$ cat config.mk
export PLATFORM = sky130hd
export DESIGN_NAME = scratch_arbiter_flat
export DESIGN_NICKNAME = d
export VERILOG_FILES = /design/src/rtl/scratch_arbiter_if.sv /design/src/rtl/scratch_arbiter.sv /design/src/flat_wrapper.sv
export SDC_FILE = /design/constraint.sdc
export NUM_CORES = 1
export LEC_CHECK = 0
export ABC_AREA = 0
export CAP_MARGIN = 5
export CORE_MARGIN = 5
export CORE_UTILIZATION = 59
export DETAILED_ROUTE_END_ITERATION = 10
export PLACE_DENSITY = 0.95
export SYNTH_ARGS = -nofsm -noshare
export SYNTH_HDL_FRONTEND = slang
export SYNTH_SLANG_ARGS = --single-unit
$ cat constraint.sdc
create_clock -name clk -period 4.5 [get_ports clk]
set_clock_uncertainty 0.2 [all_clocks]
set_input_delay 0.9 -clock clk [delete_from_list [all_inputs] [get_ports clk]]
set_output_delay 0.9 -clock clk [all_outputs]
set_load 0.01 [all_outputs]
$ cat src/rtl/scratch_arbiter_if.sv
// Request/response bundle between the two scratch requesters, the clear
// command source and scratch_arbiter.
interface scratch_arbiter_if #(
  parameter int DATA_W = 32,
  parameter int ADDR_W = 2,
  parameter int CNT_W  = 8
);
  logic              req_a;
  logic              we_a;
  logic [ADDR_W-1:0] addr_a;
  logic [DATA_W-1:0] wdata_a;
  logic              req_b;
  logic              we_b;
  logic [ADDR_W-1:0] addr_b;
  logic [DATA_W-1:0] wdata_b;
  logic              clr_req;
  logic              gnt_a;
  logic              gnt_b;
  logic              ack_a;
  logic              ack_b;
  logic [DATA_W-1:0] rdata;
  logic              busy;
  logic [CNT_W-1:0]  acc_cnt;

  modport master (
    output req_a, we_a, addr_a, wdata_a,
    output req_b, we_b, addr_b, wdata_b,
    output clr_req,
    input  gnt_a, gnt_b, ack_a, ack_b, rdata, busy, acc_cnt
  );

  modport slave (
    input  req_a, we_a, addr_a, wdata_a,
    input  req_b, we_b, addr_b, wdata_b,
    input  clr_req,
    output gnt_a, gnt_b, ack_a, ack_b, rdata, busy, acc_cnt
  );
endinterface

$ cat src/rtl/scratch_arbiter.sv
// Two-port arbiter/sequencer owning a 4 x DATA_W scratch array, with clear sweep
// and access counter. Define SCRATCH_ARB_RR_EN for round-robin arbitration.
module scratch_arbiter #(
  parameter int DATA_W = 32,
  parameter int ADDR_W = 2,
  parameter int CNT_W  = 8
) (
  input  logic              clk,
  input  logic              reset,
  scratch_arbiter_if.slave  bus
);
  localparam int NUM_PORTS = 2;
  localparam int DEPTH     = 4;

  localparam logic [1:0] S_IDLE   = 2'd0;
  localparam logic [1:0] S_ACCESS = 2'd1;
  localparam logic [1:0] S_CLEAR  = 2'd2;

  typedef struct packed {
    logic              we;
    logic [ADDR_W-1:0] addr;
    logic [DATA_W-1:0] wdata;
  } req_t;

  logic [NUM_PORTS-1:0] req_vec;
  req_t [NUM_PORTS-1:0] req_in;
  logic                 win;

  logic [1:0]                    state_q, state_d;
  logic                          sel_q, sel_d;
  req_t                          cur_q, cur_d;
  logic [1:0]                    idx_q, idx_d;
  logic                          pend_q, pend_d;
  logic [NUM_PORTS-1:0]          gnt_q, gnt_d;
  logic [NUM_PORTS-1:0]          ack_q, ack_d;
  logic [DATA_W-1:0]             rdata_q, rdata_d;
  logic [CNT_W-1:0]              cnt_q, cnt_d;
  logic [DEPTH-1:0][DATA_W-1:0]  mem_q, mem_d;

  assign req_vec   = {bus.req_b, bus.req_a};
  assign req_in[0] = {bus.we_a, bus.addr_a, bus.wdata_a};
  assign req_in[1] = {bus.we_b, bus.addr_b, bus.wdata_b};

`ifdef SCRATCH_ARB_RR_EN
  // last_q holds the id of the most recent grant; reset to B so A goes first
  logic last_q, last_d;
  assign win = (&req_vec) ? ~last_q : req_vec[1];
`else
  assign win = ~req_vec[0];
`endif

  always_comb begin
    state_d = state_q;
    sel_d   = sel_q;
    cur_d   = cur_q;
    idx_d   = idx_q;
    pend_d  = pend_q;
    gnt_d   = '0;
    ack_d   = '0;
    rdata_d = rdata_q;
    cnt_d   = cnt_q;
    mem_d   = mem_q;
`ifdef SCRATCH_ARB_RR_EN
    last_d  = last_q;
`endif
    unique case (state_q)
      S_IDLE: begin
        if (pend_q || bus.clr_req) begin
          state_d = S_CLEAR;
          idx_d   = '0;
        end else if (|req_vec) begin
          sel_d      = win;
          cur_d      = req_in[win];
          gnt_d[win] = 1'b1;
          state_d    = S_ACCESS;
`ifdef SCRATCH_ARB_RR_EN
          last_d     = win;
`endif
        end
      end
      S_ACCESS: begin
        if (bus.clr_req) pend_d = 1'b1;
        if (cur_q.we) mem_d[cur_q.addr] = cur_q.wdata;
        else          rdata_d = mem_q[cur_q.addr];
        ack_d[sel_q] = 1'b1;
        cnt_d        = cnt_q + 1'b1;
        state_d      = S_IDLE;
      end
      S_CLEAR: begin
        // pulses landing mid-sweep are absorbed by the sweep in progress
        if (bus.clr_req) pend_d = 1'b1;
        mem_d[idx_q] = '0;
        idx_d        = idx_q + 1'b1;
        if (idx_q == 2'd3) begin
          pend_d  = 1'b0;
          state_d = S_IDLE;
        end
      end
      default: state_d = S_IDLE;
    endcase
  end

  always_ff @(posedge clk) begin
    if (reset) begin
      state_q <= S_IDLE;
      sel_q   <= 1'b0;
      cur_q   <= '0;
      idx_q   <= '0;
      pend_q  <= 1'b0;
      gnt_q   <= '0;
      ack_q   <= '0;
      rdata_q <= '0;
      cnt_q   <= '0;
      mem_q   <= '0;
`ifdef SCRATCH_ARB_RR_EN
      last_q  <= 1'b1;
`endif
    end else begin
      state_q <= state_d;
      sel_q   <= sel_d;
      cur_q   <= cur_d;
      idx_q   <= idx_d;
      pend_q  <= pend_d;
      gnt_q   <= gnt_d;
      ack_q   <= ack_d;
      rdata_q <= rdata_d;
      cnt_q   <= cnt_d;
      mem_q   <= mem_d;
`ifdef SCRATCH_ARB_RR_EN
      last_q  <= last_d;
`endif
    end
  end

  assign bus.gnt_a   = gnt_q[0];
  assign bus.gnt_b   = gnt_q[1];
  assign bus.ack_a   = ack_q[0];
  assign bus.ack_b   = ack_q[1];
  assign bus.rdata   = rdata_q;
  assign bus.busy    = (state_q != S_IDLE);
  assign bus.acc_cnt = cnt_q;
endmodule

$ cat src/flat_wrapper.sv
// flat-port wrapper written by rule: the top's interface ports become plain ports
module scratch_arbiter_flat 
#(
  parameter int DATA_W = 32,
  parameter int ADDR_W = 2,
  parameter int CNT_W  = 8
)
  (clk, reset, bus_req_a, bus_we_a, bus_addr_a, bus_wdata_a, bus_req_b, bus_we_b, bus_addr_b, bus_wdata_b, bus_clr_req, bus_gnt_a, bus_gnt_b, bus_ack_a, bus_ack_b, bus_rdata, bus_busy, bus_acc_cnt);
  scratch_arbiter_if #(.DATA_W(DATA_W), .ADDR_W(ADDR_W), .CNT_W(CNT_W)) bus_i ();
  input  logic clk;
  input  logic reset;
  input wire logic [$bits(bus_i.req_a)-1:0] bus_req_a;
  input wire logic [$bits(bus_i.we_a)-1:0] bus_we_a;
  input wire logic [$bits(bus_i.addr_a)-1:0] bus_addr_a;
  input wire logic [$bits(bus_i.wdata_a)-1:0] bus_wdata_a;
  input wire logic [$bits(bus_i.req_b)-1:0] bus_req_b;
  input wire logic [$bits(bus_i.we_b)-1:0] bus_we_b;
  input wire logic [$bits(bus_i.addr_b)-1:0] bus_addr_b;
  input wire logic [$bits(bus_i.wdata_b)-1:0] bus_wdata_b;
  input wire logic [$bits(bus_i.clr_req)-1:0] bus_clr_req;
  output wire logic [$bits(bus_i.gnt_a)-1:0] bus_gnt_a;
  output wire logic [$bits(bus_i.gnt_b)-1:0] bus_gnt_b;
  output wire logic [$bits(bus_i.ack_a)-1:0] bus_ack_a;
  output wire logic [$bits(bus_i.ack_b)-1:0] bus_ack_b;
  output wire logic [$bits(bus_i.rdata)-1:0] bus_rdata;
  output wire logic [$bits(bus_i.busy)-1:0] bus_busy;
  output wire logic [$bits(bus_i.acc_cnt)-1:0] bus_acc_cnt;
  assign bus_i.req_a = bus_req_a;
  assign bus_i.we_a = bus_we_a;
  assign bus_i.addr_a = bus_addr_a;
  assign bus_i.wdata_a = bus_wdata_a;
  assign bus_i.req_b = bus_req_b;
  assign bus_i.we_b = bus_we_b;
  assign bus_i.addr_b = bus_addr_b;
  assign bus_i.wdata_b = bus_wdata_b;
  assign bus_i.clr_req = bus_clr_req;
  assign bus_gnt_a = bus_i.gnt_a;
  assign bus_gnt_b = bus_i.gnt_b;
  assign bus_ack_a = bus_i.ack_a;
  assign bus_ack_b = bus_i.ack_b;
  assign bus_rdata = bus_i.rdata;
  assign bus_busy = bus_i.busy;
  assign bus_acc_cnt = bus_i.acc_cnt;
  scratch_arbiter #(.DATA_W(DATA_W), .ADDR_W(ADDR_W), .CNT_W(CNT_W)) u_core (.clk(clk), .reset(reset), .bus(bus_i));
endmodule
* Word-level counts from Yosys, hierarchy flattened *
Index checks and enable logic that the tools add are counted.

storage, ports and cells
  bits of input ports = 75
  output and inout port bits = 45
  bits in registers = 213
  logic and storage cells = 81

cells by class
  add/subtract/negate cells = 2
  equality and inequality tests = 7
  magnitude comparators = 8
  bitwise logic cells = 8
  mux-type cells = 24
  reductions and logical operators = 17

operators by type and width
  cell                   number
  $pmux W128 S2          1
  $and A128 B128 Y128    1
  $bwmux W128            1
  $demux W32 S2          2
  $mux W128              1
  $not A128 Y128         1
  $mux W32               3
  $mux W35               2
  $bmux W32 S2           1
  $add A8 B1 Y8 const B  1
  $mux W2                4
  $pmux W2 S2            2
  $reduce_and A2 Y1      4
  $lt A2 B3 Y1 const B   2
  $ne A2 B1 Y1 const B   3
  $not A1 Y1             6
  $reduce_bool A2 Y1     3
  $eq A2 B2 Y1 const B   2
  $ge A2 B1 Y1 const B   2
  $logic_and A1 B1 Y1    4
  $lt A1 B2 Y1 const B   2
  $mux W1                4
  $reduce_or A2 Y1       2
  $reduce_or A4 Y1       1
  other kinds (9)        11

* Depth between registers and ports, before layout *
Gate-level depths: netlist of run 1.

  depth after elaboration = 7
  depth in mapped cells = 8
  depth with buffers taken out = 5

* Worst setup path after synthesis of run 1 *
No wires, ideal clock.

  path kind = input -> register
  start = input port bus_clr_req
  end = register u_core.cur_q[0] in the netlist's numbering
  stages on the path = 4
  path buffers = 1
  data required time = 4.175 ns
  arrival time = 1.970 ns
  library setup time = 0.125 ns
  slack = 2.205 ns
  cell sequence = or3b_2 nor2_1 clkbuf_1 o21ai_0

on the way
  longest elaborated chain between the ends = 3

RTL lines
  element                             line                    source
  start, declared                     flat_wrapper.sv:20      input wire logic [$bits(bus_i.clr_req)-1:0] bus_clr_req;
  $logic_or A1 B1 Y1                  scratch_arbiter.sv:68   if (pend_q || bus.clr_req) begin
  $not A1 Y1 (no source line)         --
  $reduce_and A3 Y1 (no source line)  --
  end signal, assigned                scratch_arbiter.sv:121  cur_q <= cur_d;
  end, declared                       scratch_arbiter.sv:31   req_t cur_q, cur_d;

No other way between the ends.
A chain may end at the register's enable or synchronous reset.

* Worst setup path in the final report of run 1 *
  start = register u_core.state_q[0]
  end = register u_core.mem_q[5] in the netlist's numbering

on the way
  longest elaborated chain between the ends = 3
  elaborated cells between the ends (all ways) = 6
  those cells by class = 3 x eq/ne; 1 x mux; 2 x reduce/logical

RTL lines
  element                                                                     line                    source
  start, declared                                                             scratch_arbiter.sv:29   logic [1:0] state_q, state_d;
  start signal, assigned                                                      scratch_arbiter.sv:119  state_q <= state_d;
  $eq A2 B1 Y1 / $eq A2 B2 Y1 (equally long branches)                         scratch_arbiter.sv:66   unique case (state_q)
  $ne A2 B1 Y1 (no source line) / $reduce_bool A2 Y1 (equally long branches)  --
  $reduce_and A2 Y1 (no source line)                                          --
  end signal, assigned                                                        scratch_arbiter.sv:128  mem_q <= mem_d;
  end, declared                                                               scratch_arbiter.sv:38   logic [DEPTH-1:0][DATA_W-1:0] mem_q, mem_d;

Parallel ways exist; a longest one is shown, timed or not.

==> run_results.csv, run 1 <==
group,metric,value,unit
yosys,synth_top_area_share,0.485,
yosys,synth_area,8780,µm²
clock_tree,ctsResizeCount,0,
power_and_ir_drop,ir_drop,0.000276,V
yosys,yosysSeqAreaShare,0.485,
clock_tree,clkLatencyLatePin,500,ps
yosys,ys_types,46,
setup_path,cp_max_fo,19,
sta,max_freq,330,MHz
detailed_routing,wl_per_cell,21.8,µm
sta,worst_pin_slew,1210,ps
setup_path,r2r_cells,6,
sta,slew_viol_final,0,
detailed_routing,via_per_inst,6.71,
clock_tree,cts_hold_buffers,0,
clock_tree,cts.clk_slew.worst_paths,60,ps
die,die_width,132,µm
finish,syn2layout_area_growth,22.9,%
setup_path,start_kind,"register",
sta,hold_viol,0,
detailed_routing,dr_total_vias,7532,
worst_hold_path,hold_depth,1,
grt,grt_pass1_wl,38600,µm
finish,drive_gt1_frac,0.140,
yosys,ys_warn_count,0,
setup_path,r2r_setup_slack,1470,ps
clock_tree,cts_buffer_depth,3,
grt,antenna_found_initial,0,
detailed_routing,ant_nets,0,
power_and_ir_drop,p_leak,4.06,nW
yosys,synth_area_leaders,"dfxtp_1 (49%), mux2i_1 (7.7%), a22o_1 (6.4%)",
grt,overflow,0,
worst_hold_path,min_from,"u_core.bus.rdata[31]",
die,fp.dieH,132,µm
place,dp_slack,1220,ps
yosys,synth_edf_count,0,
clock_tree,postCtsSetupRepairBufs,0,
yosys,yosysMostFrequentCell,"dfxtp_1",
place,place.port_buffers,119,
setup_path,critPathCaptureType,"register",
yosys,ys_seq_elements,213,
place,dpl_cell_area,10000,µm²
place,hpwl,14800,µm
clock_tree,htreeDepth,1,
sta,finalSetupViolations,0,
detailed_routing,drtPass1Iterations,5,
sta,worst_hold_slack,249,ps
detailed_routing,first_iter_violations,841,
grt,grt_max_degree,66,
yosys,avgSynthCellArea,10.3,µm²
sta,fin_ws,1470,ps
clock_tree,cts-root-buf,"clkbuf_16",
die,start_util,0.602,
clock_tree,cts_sinks,213,
detailed_routing,wl,24500,µm
sta,finalSetupTns,0,ps
grt,grt_pass1_vias,7682,
finish,final_nets,1008,
setup_path,r2r-end,"u_core.mem_q[5]",
sta,period_minus_slack,3030,ps
setup_path,setup.worst_path.class,"register to register",
die,num_rows,44,
yosys,synth-async-reset-ratio,0,
yosys,synthFlopType,"dfxtp_1",
setup_path,rr_startpoint,"u_core.state_q[0]",
yosys,synth_cells,849,
status,status,"complete, no violations",
die,die_area,17400,µm²
setup_path,cp.arrival,3270,ps
yosys,syn-num-nets,933,
grt,grt.total_usage,0.264,
sta,relSlewSlack,0.192,
job,max-cap-violations,0,
detailed_routing,drc,0,
die,io_pins,120,
clock_tree,cts_tree,"yes",
finish,final_area,10800,µm²
worst_hold_path,min_to,"u_core.bus.rdata[31]",
setup_path,cp.required,4740,ps
sta,finalCritPeriodShare,0.674,
clock_tree,numCtsBuffers,21,
sta,rsz0062_at_grt,"false",
finish,n_antenna_cell,0,
power_and_ir_drop,p_per_area,420,nW/µm²
yosys,netlist_top_cells_count,"dfxtp_1 (213), mux2i_1 (68), nor3_1 (65), a22o_1 (64), clkbuf_1 (62)",
place,gp_congestion,0.831,
worst_hold_path,hp-class,"register to register",
die,core-area,14600,µm²
yosys,yosysTopAreaCell,"dfxtp_1",
==> layout by cell type, fill, tap and decap left out, drive strengths merged, types with 3 or more instances in the layout <==
cell type / n
inv: 7
dfxtp: 213
mux2i: 68
bufinv: 5
buf: 21
a21oi: 11
nand2: 3
a31o: 64
or3: 3
nor2: 10
nor3: 66
or2: 4
clkbuf: 26
o21ai: 37
a21o: 34
nand2b: 35
mux2: 32
a211oi: 5
nand3b: 3
a22o: 64
or3b: 3
clkdlybuf4s50: 117
xor2: 3
clkinv: 6
o22ai: 34
nand4: 35
ha: 9
==> through the flow <==
step,utilization,cells,total power [mW]
2_1_floorplan,-,849,2.39
3_3_place_gp,0.688,1085,2.59
3_5_place_dp,0.688,1085,2.61
4_1_cts,0.740,1123,4.53
5_1_grt,0.740,1123,4.65
6_report,0.740,1123,4.54
==> how the worst max path moves through the flow <==
stage / to / depth (start not counted) / from / slack [ps]
after floorplan: u_core.cur_q[0] / 4 / bus_clr_req / 2210
after global placement: u_core.cur_q[32] / 5 / bus_clr_req / 1290
after detailed placement: u_core.cur_q[28] / 5 / bus_clr_req / 1220
after CTS: u_core.mem_q[5] / 6 / u_core.state_q[0] / 1510
after global routing: u_core.mem_q[5] / 6 / u_core.state_q[0] / 1360
final: u_core.mem_q[5] / 6 / u_core.state_q[0] / 1470
==> metal layers <==
layer | routed length, µm | global-route usage
met4 | 1110 | 0.129
met5 | 0 | 0
met1 | 9160 | 0.309
met2 | 11800 | 0.462
met3 | 2350 | 0.0504
==> area by class of cell <==
cell class                      instances  area [µm²]
Clock buffer                           26         574
Clock inverter                         12         193
Fill cell                             927        3790
Inverter                                6        22.5
Multi-Input combinational cell        544        4190
Sequential cell                       213        4270
Tap cell                              184         230
Timing Repair Buffer                  138        1320
==> where the power goes <==
| group | internal [mW] | total, mW | leakage [nW] | switching (mW) |
|---|---|---|---|---|
| logic | 0.228 | 0.584 | 1.96 | 0.355 |
| registers | 1.94 | 2.01 | 1.72 | 0.0665 |
| clock network | 1.20 | 1.94 | 0.382 | 0.747 |
| total | 3.37 | 4.54 | 4.06 | 1.17 |
==> logic make-up (layout without fill, tap and decap cells) <==
family,Yosys count,in the layout,synth area share
compound gates,254,254,0.217
flops,213,213,0.485
simple gates,177,177,0.118
mux,100,100,0.119
buf+inv,92,182,0.0450
fa+ha+maj,9,9,0.0128
xor+xnor,4,4,0.00399
==> state kept, by name, summed over array words and instances (netlist names) <==
| register | count |
|---|---|
| u_core.mem_q | 128 |
| u_core.cur_q | 35 |
| u_core.bus.rdata | 32 |
| u_core.bus.acc_cnt | 8 |
| u_core.ack_q | 2 |
| u_core.gnt_q | 2 |
| u_core.idx_q | 2 |
| u_core.state_q | 2 |
| u_core.pend_q | 1 |
| u_core.sel_q | 1 |
==> worst max-delay path, stage by stage (launching register included) <==
cell,delay [ps]
dfxtp_1,360
inv_1,90
ha_1,410
or3b_1,700
nor3_4,630
buf_4,380
a22o_1,190
No activity file was read; power rests on OpenSTA's default activity.
==> inputs of run 2 (changes only) <==
CORE_UTILIZATION = 55   (was 59)
PLACE_DENSITY = 0.91   (was 0.95)
clock period = 2.85 ns   (was 4.5 ns; I/O delays follow)
==> run_results.csv, run 2 (synthesis gave the netlist of run 1 again) <==
group,metric,value,unit
status,status,"complete, no violations",
detailed_routing,ant_nets,0,
power_and_ir_drop,ir_drop,0.000487,V
finish,largest_reg_flops,128,
clock_tree,postCtsSetupRepairBufs,0,
grt,gr-usage-met2,0.427,
grt,busiest_layer,"met2",
die,die_width,136,µm
power_and_ir_drop,p_per_area,615,nW/µm²
clock_tree,clkLatencyLatePin,500,ps
detailed_routing,via_per_inst,6.34,
grt,grt.total_usage,0.251,
place,hpwl,14900,µm
detailed_routing,first_iter_violations,680,
setup_path,endpoint,"bus_busy",
place,gp_congestion,0.831,
sta,hold_viol,0,
power_and_ir_drop,p_leak,4.08,nW
sta,period_minus_slack,2580,ps
sta,relSlewSlack,0.450,
grt,grtUsageMet3,0.0496,
setup_path,cp_max_fo,4,
grt,antenna_found_initial,0,
finish,mostFrequentLayoutCells,"dfxtp_1 (212), clkdlybuf4s50_1 (117), mux2i_1 (68), nor3_1 (64), a22o_1 (64)",
setup_path,rr_startpoint,"u_core.state_q[0]",
detailed_routing,drc,0,
finish,max_flop_register,"u_core.mem_q",
clock_tree,cts.clk_slew.worst_paths,60,ps
setup_path,cp.arrival,1810,ps
finish,drive_gt1_frac,0.148,
finish,syn2layout_area_growth,23.7,%
sta,worst_pin_slew,825,ps
clock_tree,cts_hold_buffers,0,
grt,overflow,0,
finish,final_nets,1024,
setup_path,r2r_setup_slack,450,ps
detailed_routing,dr_total_vias,7419,
clock_tree,cts_sinks,213,
setup_path,cp.required,2080,ps
grt,grt_max_degree,53,
sta,finalCritPeriodShare,0.904,
setup_path,r2r_cells,6,
finish,fin_cells,1170,
clock_tree,cts_tree,"yes",
job,max-cap-violations,0,
clock_tree,numCtsBuffers,21,
clock_tree,cts_buffer_depth,3,
clock_tree,htreeDepth,1,
grt,grt_use_met1,0.312,
sta,max_freq,388,MHz
sta,finalSetupTns,0,ps
setup_path,worstSetupStartpoint,"u_core.state_q[0]",
grt,grt_pass1_wl,37900,µm
detailed_routing,wl_per_cell,20.4,µm
sta,rsz0062_at_grt,"false",
die,num_rows,46,
detailed_routing,drtPass1Iterations,5,
setup_path,setup.worst_path.class,"register to output pin",
die,fp.dieH,136,µm
setup_path,critPathCaptureType,"output pin",
finish,final_common_cell,"dfxtp_1",
place,dpl.cell_count,1133,
setup_path,r2r-end,"u_core.mem_q[94]",
worst_hold_path,hp-class,"register to register",
sta,slew_viol_final,0,
detailed_routing,wl,23900,µm
die,start_util,0.557,
setup_path,start_kind,"register",
power_and_ir_drop,power.total,6.68,mW
sta,finalSetupViolations,0,
grt,grt_pass1_vias,7559,
clock_tree,cts-root-buf,"clkbuf_16",
place,place.port_buffers,119,
die,die_area,18600,µm²
clock_tree,ctsResizeCount,0,
finish,n_antenna_cell,0,
die,io_pins,120,
die,core-area,15800,µm²
==> run 2: cell count changes in the layout (fill, tap and decap cells not counted), sizes merged <==
cell	before	now
buf	21	37
bufinv	5	0
clkbuf	26	30
clkinv	6	5
clkinvlp	0	1
==> run 2: per-stage QoR <==
| step | setup slack, ps | area [µm²] | hold slack [ps] | utilization |
|---|---|---|---|---|
| 2_1_floorplan | 771 | 8780 | 208 | - |
| 3_3_place_gp | 474 | 10200 | 233 | 0.649 |
| 3_5_place_dp | 383 | 10200 | 240 | 0.649 |
| 4_1_cts | 263 | 10900 | 255 | 0.689 |
| 5_1_grt | 162 | 10900 | 266 | 0.689 |
| 6_report | 272 | 10900 | 251 | 0.689 |
==> run 2: worst max-delay path: stages, from the launching register on <==
cell,delay [ps]
dfxtp_1,360
inv_1,100
ha_1,250
inv_1,70
clkdlybuf4s50_1,540
==> run 2: report_power, final <==
group | internal, mW | leakage (nW) | switching [mW]
sequential | 3.07 | 1.72 | 0.0983
combinational | 0.393 | 2.05 | 0.580
clock | 1.42 | 0.306 | 1.13
==> run 2: how the worst min path moves through the flow <==
stage | cells after the start | to | from | slack, ps
4_1_cts | 1 | u_core.bus.rdata[2] | u_core.bus.rdata[2] | 250
2_1_floorplan | 1 | u_core.ack_q[0] | u_core.sel_q | 210
6_report | 1 | u_core.bus.rdata[6] | u_core.bus.rdata[6] | 250
5_1_grt | 1 | u_core.bus.rdata[6] | u_core.bus.rdata[6] | 270
3_3_place_gp | 1 | u_core.ack_q[0] | u_core.sel_q | 230
3_5_place_dp | 1 | u_core.bus.rdata[30] | u_core.bus.rdata[30] | 240
==> run 2: layout make-up <==
cell class | count | area (µm²)
Tap cell | 216 | 270
Fill cell | 1163 | 4910
Sequential cell | 213 | 4270
Inverter | 6 | 22.5
Multi-Input combinational cell | 544 | 4190
Clock inverter | 7 | 41.3
Clock buffer | 30 | 579
Timing Repair Buffer | 154 | 1490
==> run 2: layer usage <==
metal / wire length (µm) / share of wire
met1: 9610 / 0.40
met2: 11400 / 0.48
met3: 2110 / 0.088
met4: 778 / 0.033
met5: 0 / 0
